File: config.mk
export PLATFORM = sky130hd
export DESIGN_NAME = axi_rd_arbiter
export DESIGN_NICKNAME = d
export VERILOG_FILES = /design/src/rtl/axi_rd_arb_pkg.sv /design/src/rtl/rr_arbiter.sv /design/src/rtl/axi_rd_arbiter.sv
export SDC_FILE = /design/constraint.sdc
export NUM_CORES = 1
export LEC_CHECK = 0
export ABC_AREA = 1
export BUFFER_PORTS_ARGS = -buffer_cell sky130_fd_sc_hd__buf_2
export CAP_MARGIN = 10
export CORE_AREA = 2 2 118 120
export DETAILED_ROUTE_END_ITERATION = 12
export DIE_AREA = 0 0 120 122
export GPL_ROUTABILITY_DRIVEN = 1
export PLACE_DENSITY = 0.48
export SLEW_MARGIN = 20
export SYNTH_ARGS = -nofsm -noshare
export SYNTH_HDL_FRONTEND = slang
export SYNTH_SLANG_ARGS = --single-unit
File: constraint.sdc
create_clock -name clk -period 1.6 [get_ports clk]
set_input_delay 0.48 -clock clk [delete_from_list [all_inputs] [get_ports clk]]
set_output_delay 0.48 -clock clk [all_outputs]
set_load 0.05 [all_outputs]
File: src/rtl/axi_rd_arb_pkg.sv
// Shared definitions for the AXI4 read-channel arbiter:
// response codes, burst codes and the arbiter FSM state type.
package axi_rd_arb_pkg;

    localparam logic [1:0] RESP_OKAY   = 2'b00;
    localparam logic [1:0] RESP_EXOKAY = 2'b01;
    localparam logic [1:0] RESP_SLVERR = 2'b10;
    localparam logic [1:0] RESP_DECERR = 2'b11;

    localparam logic [1:0] BURST_FIXED = 2'b00;
    localparam logic [1:0] BURST_INCR  = 2'b01;
    localparam logic [1:0] BURST_WRAP  = 2'b10;

    typedef enum logic [1:0] {
        ST_IDLE,
        ST_ADDR,
        ST_DATA
    } state_t;

endpackage

File: src/rtl/rr_arbiter.sv
// Round-robin winner selection: searches upward from ptr with wrap-around.
// Tying ptr to 0 turns it into a fixed lowest-index-wins priority arbiter.
module rr_arbiter
    import axi_rd_arb_pkg::*;
#(
    parameter int unsigned NUM_MST = 2,
    localparam int unsigned PTR_W  = (NUM_MST > 1) ? $clog2(NUM_MST) : 1
) (
    input  logic [NUM_MST-1:0] req,
    input  logic [PTR_W-1:0]   ptr,
    input  logic               en,
    output logic [NUM_MST-1:0] winner,
    output logic [PTR_W-1:0]   next_ptr
);

    logic        found;
    int unsigned idx;

    always_comb begin
        winner   = '0;
        next_ptr = ptr;
        found    = 1'b0;
        idx      = 0;
        for (int unsigned i = 0; i < NUM_MST; i++) begin
            idx = (32'(ptr) + i) % NUM_MST;
            if (en && !found && req[idx]) begin
                winner[idx] = 1'b1;
                next_ptr    = PTR_W'((idx + 1) % NUM_MST);
                found       = 1'b1;
            end
        end
    end

endmodule

File: src/rtl/axi_rd_arbiter.sv
// N-master AXI4 read-channel arbiter: one owner at a time, held until its rlast.
// Define AXI_RD_ARB_RR_EN for round-robin selection; otherwise lowest index wins.
module axi_rd_arbiter
    import axi_rd_arb_pkg::*;
#(
    parameter int unsigned NUM_MST = 2,
    parameter int unsigned ADDR_W  = 32,
    parameter int unsigned DATA_W  = 64,
    parameter int unsigned ID_W    = 4
) (
    input  logic                      clk,
    input  logic                      rst,
    input  logic [NUM_MST-1:0]        m_arvalid,
    input  logic [NUM_MST*ADDR_W-1:0] m_araddr,
    input  logic [NUM_MST*ID_W-1:0]   m_arid,
    input  logic [NUM_MST*8-1:0]      m_arlen,
    input  logic [NUM_MST*3-1:0]      m_arsize,
    input  logic [NUM_MST*2-1:0]      m_arburst,
    output logic [NUM_MST-1:0]        m_arready,
    input  logic [NUM_MST-1:0]        m_rready,
    output logic [NUM_MST-1:0]        m_rvalid,
    output logic [1:0]                m_rresp,
    output logic [DATA_W-1:0]         m_rdata,
    output logic                      m_rlast,
    output logic [ID_W-1:0]           m_rid,
    output logic                      s_arvalid,
    output logic [ADDR_W-1:0]         s_araddr,
    output logic [ID_W-1:0]           s_arid,
    output logic [7:0]                s_arlen,
    output logic [2:0]                s_arsize,
    output logic [1:0]                s_arburst,
    input  logic                      s_arready,
    input  logic                      s_rvalid,
    input  logic [1:0]                s_rresp,
    input  logic [DATA_W-1:0]         s_rdata,
    input  logic                      s_rlast,
    input  logic [ID_W-1:0]           s_rid,
    output logic                      s_rready,
    output logic [NUM_MST-1:0]        grant,
    output logic                      busy
);

    localparam int unsigned PTR_W = (NUM_MST > 1) ? $clog2(NUM_MST) : 1;

    state_t             state;
    logic [NUM_MST-1:0] win;
    logic [PTR_W-1:0]   ptr;
    logic               arb_en;

    assign arb_en = (state == ST_IDLE);

`ifdef AXI_RD_ARB_RR_EN
    logic [PTR_W-1:0] ptr_next;

    rr_arbiter #(.NUM_MST(NUM_MST)) u_arb (
        .req      (m_arvalid),
        .ptr      (ptr),
        .en       (arb_en),
        .winner   (win),
        .next_ptr (ptr_next)
    );

    always_ff @(posedge clk or negedge rst) begin
        if (!rst) begin
            ptr <= '0;
        end else if (arb_en && |m_arvalid) begin
            ptr <= ptr_next;
        end
    end
`else
    logic [PTR_W-1:0] unused_next_ptr;

    assign ptr = '0;

    rr_arbiter #(.NUM_MST(NUM_MST)) u_arb (
        .req      (m_arvalid),
        .ptr      (ptr),
        .en       (arb_en),
        .winner   (win),
        .next_ptr (unused_next_ptr)
    );
`endif

    always_ff @(posedge clk or negedge rst) begin
        if (!rst) begin
            state <= ST_IDLE;
            grant <= '0;
        end else begin
            case (state)
                ST_IDLE: begin
                    if (|m_arvalid) begin
                        grant <= win;
                        state <= ST_ADDR;
                    end
                end
                ST_ADDR: begin
                    if (s_arvalid && s_arready) state <= ST_DATA;
                end
                ST_DATA: begin
                    if (s_rvalid && s_rready && s_rlast) begin
                        grant <= '0;
                        state <= ST_IDLE;
                    end
                end
                default: begin
                    grant <= '0;
                    state <= ST_IDLE;
                end
            endcase
        end
    end

    // Routing follows the registered grant only; rid never steers beats.
    always_comb begin
        s_arvalid = 1'b0;
        s_araddr  = '0;
        s_arid    = '0;
        s_arlen   = '0;
        s_arsize  = '0;
        s_arburst = '0;
        s_rready  = 1'b0;
        m_arready = '0;
        m_rvalid  = '0;
        for (int unsigned i = 0; i < NUM_MST; i++) begin
            if (grant[i]) begin
                s_araddr  = m_araddr[i*ADDR_W +: ADDR_W];
                s_arid    = m_arid[i*ID_W +: ID_W];
                s_arlen   = m_arlen[i*8 +: 8];
                s_arsize  = m_arsize[i*3 +: 3];
                s_arburst = m_arburst[i*2 +: 2];
                if (state == ST_ADDR) begin
                    s_arvalid    = m_arvalid[i];
                    m_arready[i] = s_arready;
                end
                if (state == ST_DATA) begin
                    m_rvalid[i] = s_rvalid;
                    s_rready    = m_rready[i];
                end
            end
        end
    end

    assign m_rresp = s_rresp;
    assign m_rdata = s_rdata;
    assign m_rlast = s_rlast;
    assign m_rid   = s_rid;
    assign busy    = (state != ST_IDLE);

endmodule
==> flow_summary.json <==
{
  "status": "finished, violations left",
  "failed_checks": "negative setup slack",
  "drv_slew": 0,
  "vias": 2134,
  "numCtsBuffers": 3,
  "synth_top_area_cell": "buf_4",
  "finClkSkew_ns": 0.00103,
  "ys_types": 18,
  "drive_above_1_share_pct": 80.8,
  "grt-ovfl-total": 0,
  "period_share_pct": 115,
  "ios": 306,
  "fin_ws_ns": -0.234,
  "wirelength_microns": 7710,
  "critPathArrivalTime_ns": 1.35,
  "worst_pin_slew_ns": 0.247,
  "grt_start_max_net_pins": 31,
  "worst-path-max-fanout": 6,
  "cp-end-kind": "primary output",
  "die_x_microns": 120,
  "yosysWarnings": 0,
  "drc_errors": 0,
  "maxSlewHeadroom_pct": 83.6,
  "period_minus_slack_ns": 1.83,
  "h-tree-depth": 1,
  "hpwlAfterDp_microns": 5400,
  "worstSkewPairLatency_ns": 0.23,
  "clk_pin_slew_ns": 0.03,
  "initial_core_util_pct": 11.3,
  "numPortBuffers": 165,
  "synth_xor_area_share_pct": 0,
  "syn_area_sq_um": 1520,
  "grt_pass1_vias": 2237,
  "ys_ff_latch": 4,
  "setup_tns_ns": -9.51,
  "path_class": "flop to primary output",
  "syn_nets": 458,
  "maxCapViolCount": 0,
  "root_buffer": "clkbuf_16",
  "netlist.area_leader.share_pct": 35.0,
  "drt_iter0_markers": 30,
  "area_growth_pct": 145,
  "die_area_sq_um": 14600,
  "drt_pass1_iterations": 4,
  "crit_required_ns": 1.12,
  "ir_drop_v": 0.00102,
  "cts_max_path_buffers": 2,
  "ys_top_cells_by_area": "buf_4 35%, nand2_1 28%, nand3_1 16%",
  "nNetsFinal": 565,
  "synth_compound_area_share_pct": 1.40,
  "hold_viol": 0,
  "p_leak_uw": 0.00181,
  "fmax_mhz": 545,
  "wl_per_cell_microns": 13.6,
  "yosys.area_share.simple_pct": 47.9,
  "grt_pass1_wl_microns": 11400,
  "fin_util_pct": 27.6,
  "startpoint_type": "flop",
  "die_h_microns": 122,
  "row_count": 43,
  "grt_usage_pct": 9.96,
  "hold_class": "primary input to asynchronous set/reset pin",
  "synth_top_family_by_area": "simple AND/OR/NAND/NOR gates",
  "synthCells": 281,
  "synth_adder_area_share_pct": 0,
  "diodes": 0,
  "rsz0062_at_grt": "true",
  "synth_mux_area_share_pct": 0,
  "via_per_inst": 3.77,
  "cts_tree": "built",
  "ys_seq_area_share_pct": 6.58,
  "postRouteAntennaNets": 0,
  "antenna_found_initial": 0,
  "powerDensity_nw_per_um2": 1950,
  "finalSetupViolations": 55,
  "gp_congestion": 0.660,
  "synth.avg_cell_area_sq_um": 5.41,
  "coreArea_sq_um": 13500,
  "cts_sinks": 4
}
## where the power goes
part	internal (uW)	total, uW	switching, uW
sequential	154	243	89.3
clock	320	393	73.6
combinational	2660	6630	3970
total	3130	7260	4130
## final timing paths
check                                     start                   end  cells past startpoint  slack, ns
max                        grant[1]$_DFFE_PN0P_              s_rready                      5      -0.23
max reg2reg                grant[1]$_DFFE_PN0P_  grant[1]$_DFFE_PN0P_                      9       0.22
max in group asynchronous                   rst  grant[1]$_DFFE_PN0P_                      1       1.41
min reg2reg                state[1]$_DFFE_PN0P_  grant[0]$_DFFE_PN0P_                      4       0.73
min in group clk                   m_arvalid[0]  grant[0]$_DFFE_PN0P_                      3       0.49
min                                         rst  state[0]$_DFFE_PN0P_                      1       0.06
## routing by layer
layer / track usage, % / up-vias / share of wire, %
li1: - / 1026 / -
met4: 4.71 / 0 / 3.2
met2: 19.2 / 114 / 55
met1: 10.2 / 959 / 34
met3: 2.06 / 35 / 7.7
met5: 0 / - / 0
## cells in the final DEF (no fill, tap or decap), types with 2 or more instances in the layout
cell and n:
buf_8 46, buf_4 10, nor2_4 2, nor3_4 4
nand2_1 47, nand3_1 16, inv_2 2, buf_6 11
nand3_2 28, buf_2 108, nand2_4 59, nand2_2 7
inv_1 7, nand3_4 7, clkbuf_16 4, buf_12 13
dfrtp_2 3
## cells by family (layout without fill, tap and decap cells)
group	Yosys count	in the layout
buffers and inverters	100	205
flip-flops	4	4
AND/OR/NAND/NOR	173	173
AO/OA/AOI/OAI	4	4
## flip-flops by register name, indices dropped and copies added, names as in the netlist
name,count
grant,2
state,2
## critical path, stage by stage (launching register included)
cell     delay (ns)
dfrtp_2        0.44
buf_6          0.17
buf_12         0.14
nand2_2        0.07
a21oi_4        0.15
buf_12         0.15
## stage by stage
| stage | power [uW] | hold slack, ns | setup slack, ns | cell area [sq um] | instances |
|---|---|---|---|---|---|
| 2_1_floorplan | 4240 | 0.184 | -0.185 | 1980 | 281 |
| 3_3_place_gp | 4920 | 0.295 | -0.116 | 2640 | 555 |
| 3_5_place_dp | 4960 | 0.296 | -0.115 | 2640 | 555 |
| 4_1_cts | 7260 | 0.0585 | -0.238 | 3670 | 568 |
| 5_1_grt | 7620 | 0.0610 | -0.282 | 3720 | 566 |
| 6_report | 7260 | 0.0561 | -0.234 | 3720 | 566 |
## repair_timing
action,in CTS,in global routing
endpoints found under the setup margin,57,58
gates cloned,4,1
resized for setup,219,26
hold buffers,0,0
hold endpoints to repair,0,0
buffers inserted,7,0
pin swaps,4,3
## cell type report
type | instances | area (sq um)
Inverter | 12 | 60.1
Fill cell | 1442 | 9780
Multi-Input combinational cell | 177 | 1520
Tap cell | 180 | 225
Clock buffer | 3 | 75.1
Timing Repair Buffer | 190 | 1740
Sequential cell | 4 | 104
## synth_stat cells
cell type    n
inv_1       10
dfrtp_1      4
nand3_1     50
a21oi_1      1
nand4_1      1
nor2_1       3
buf_6        1
a31oi_1      1
inv_4        1
nand3_2      1
nand2_1    113
and3_1       1
o21ai_0      1
nor3_1       4
o21ai_1      1
buf_2       16
inv_2        1
buf_4       71
Power figures use the tool's default switching activity.
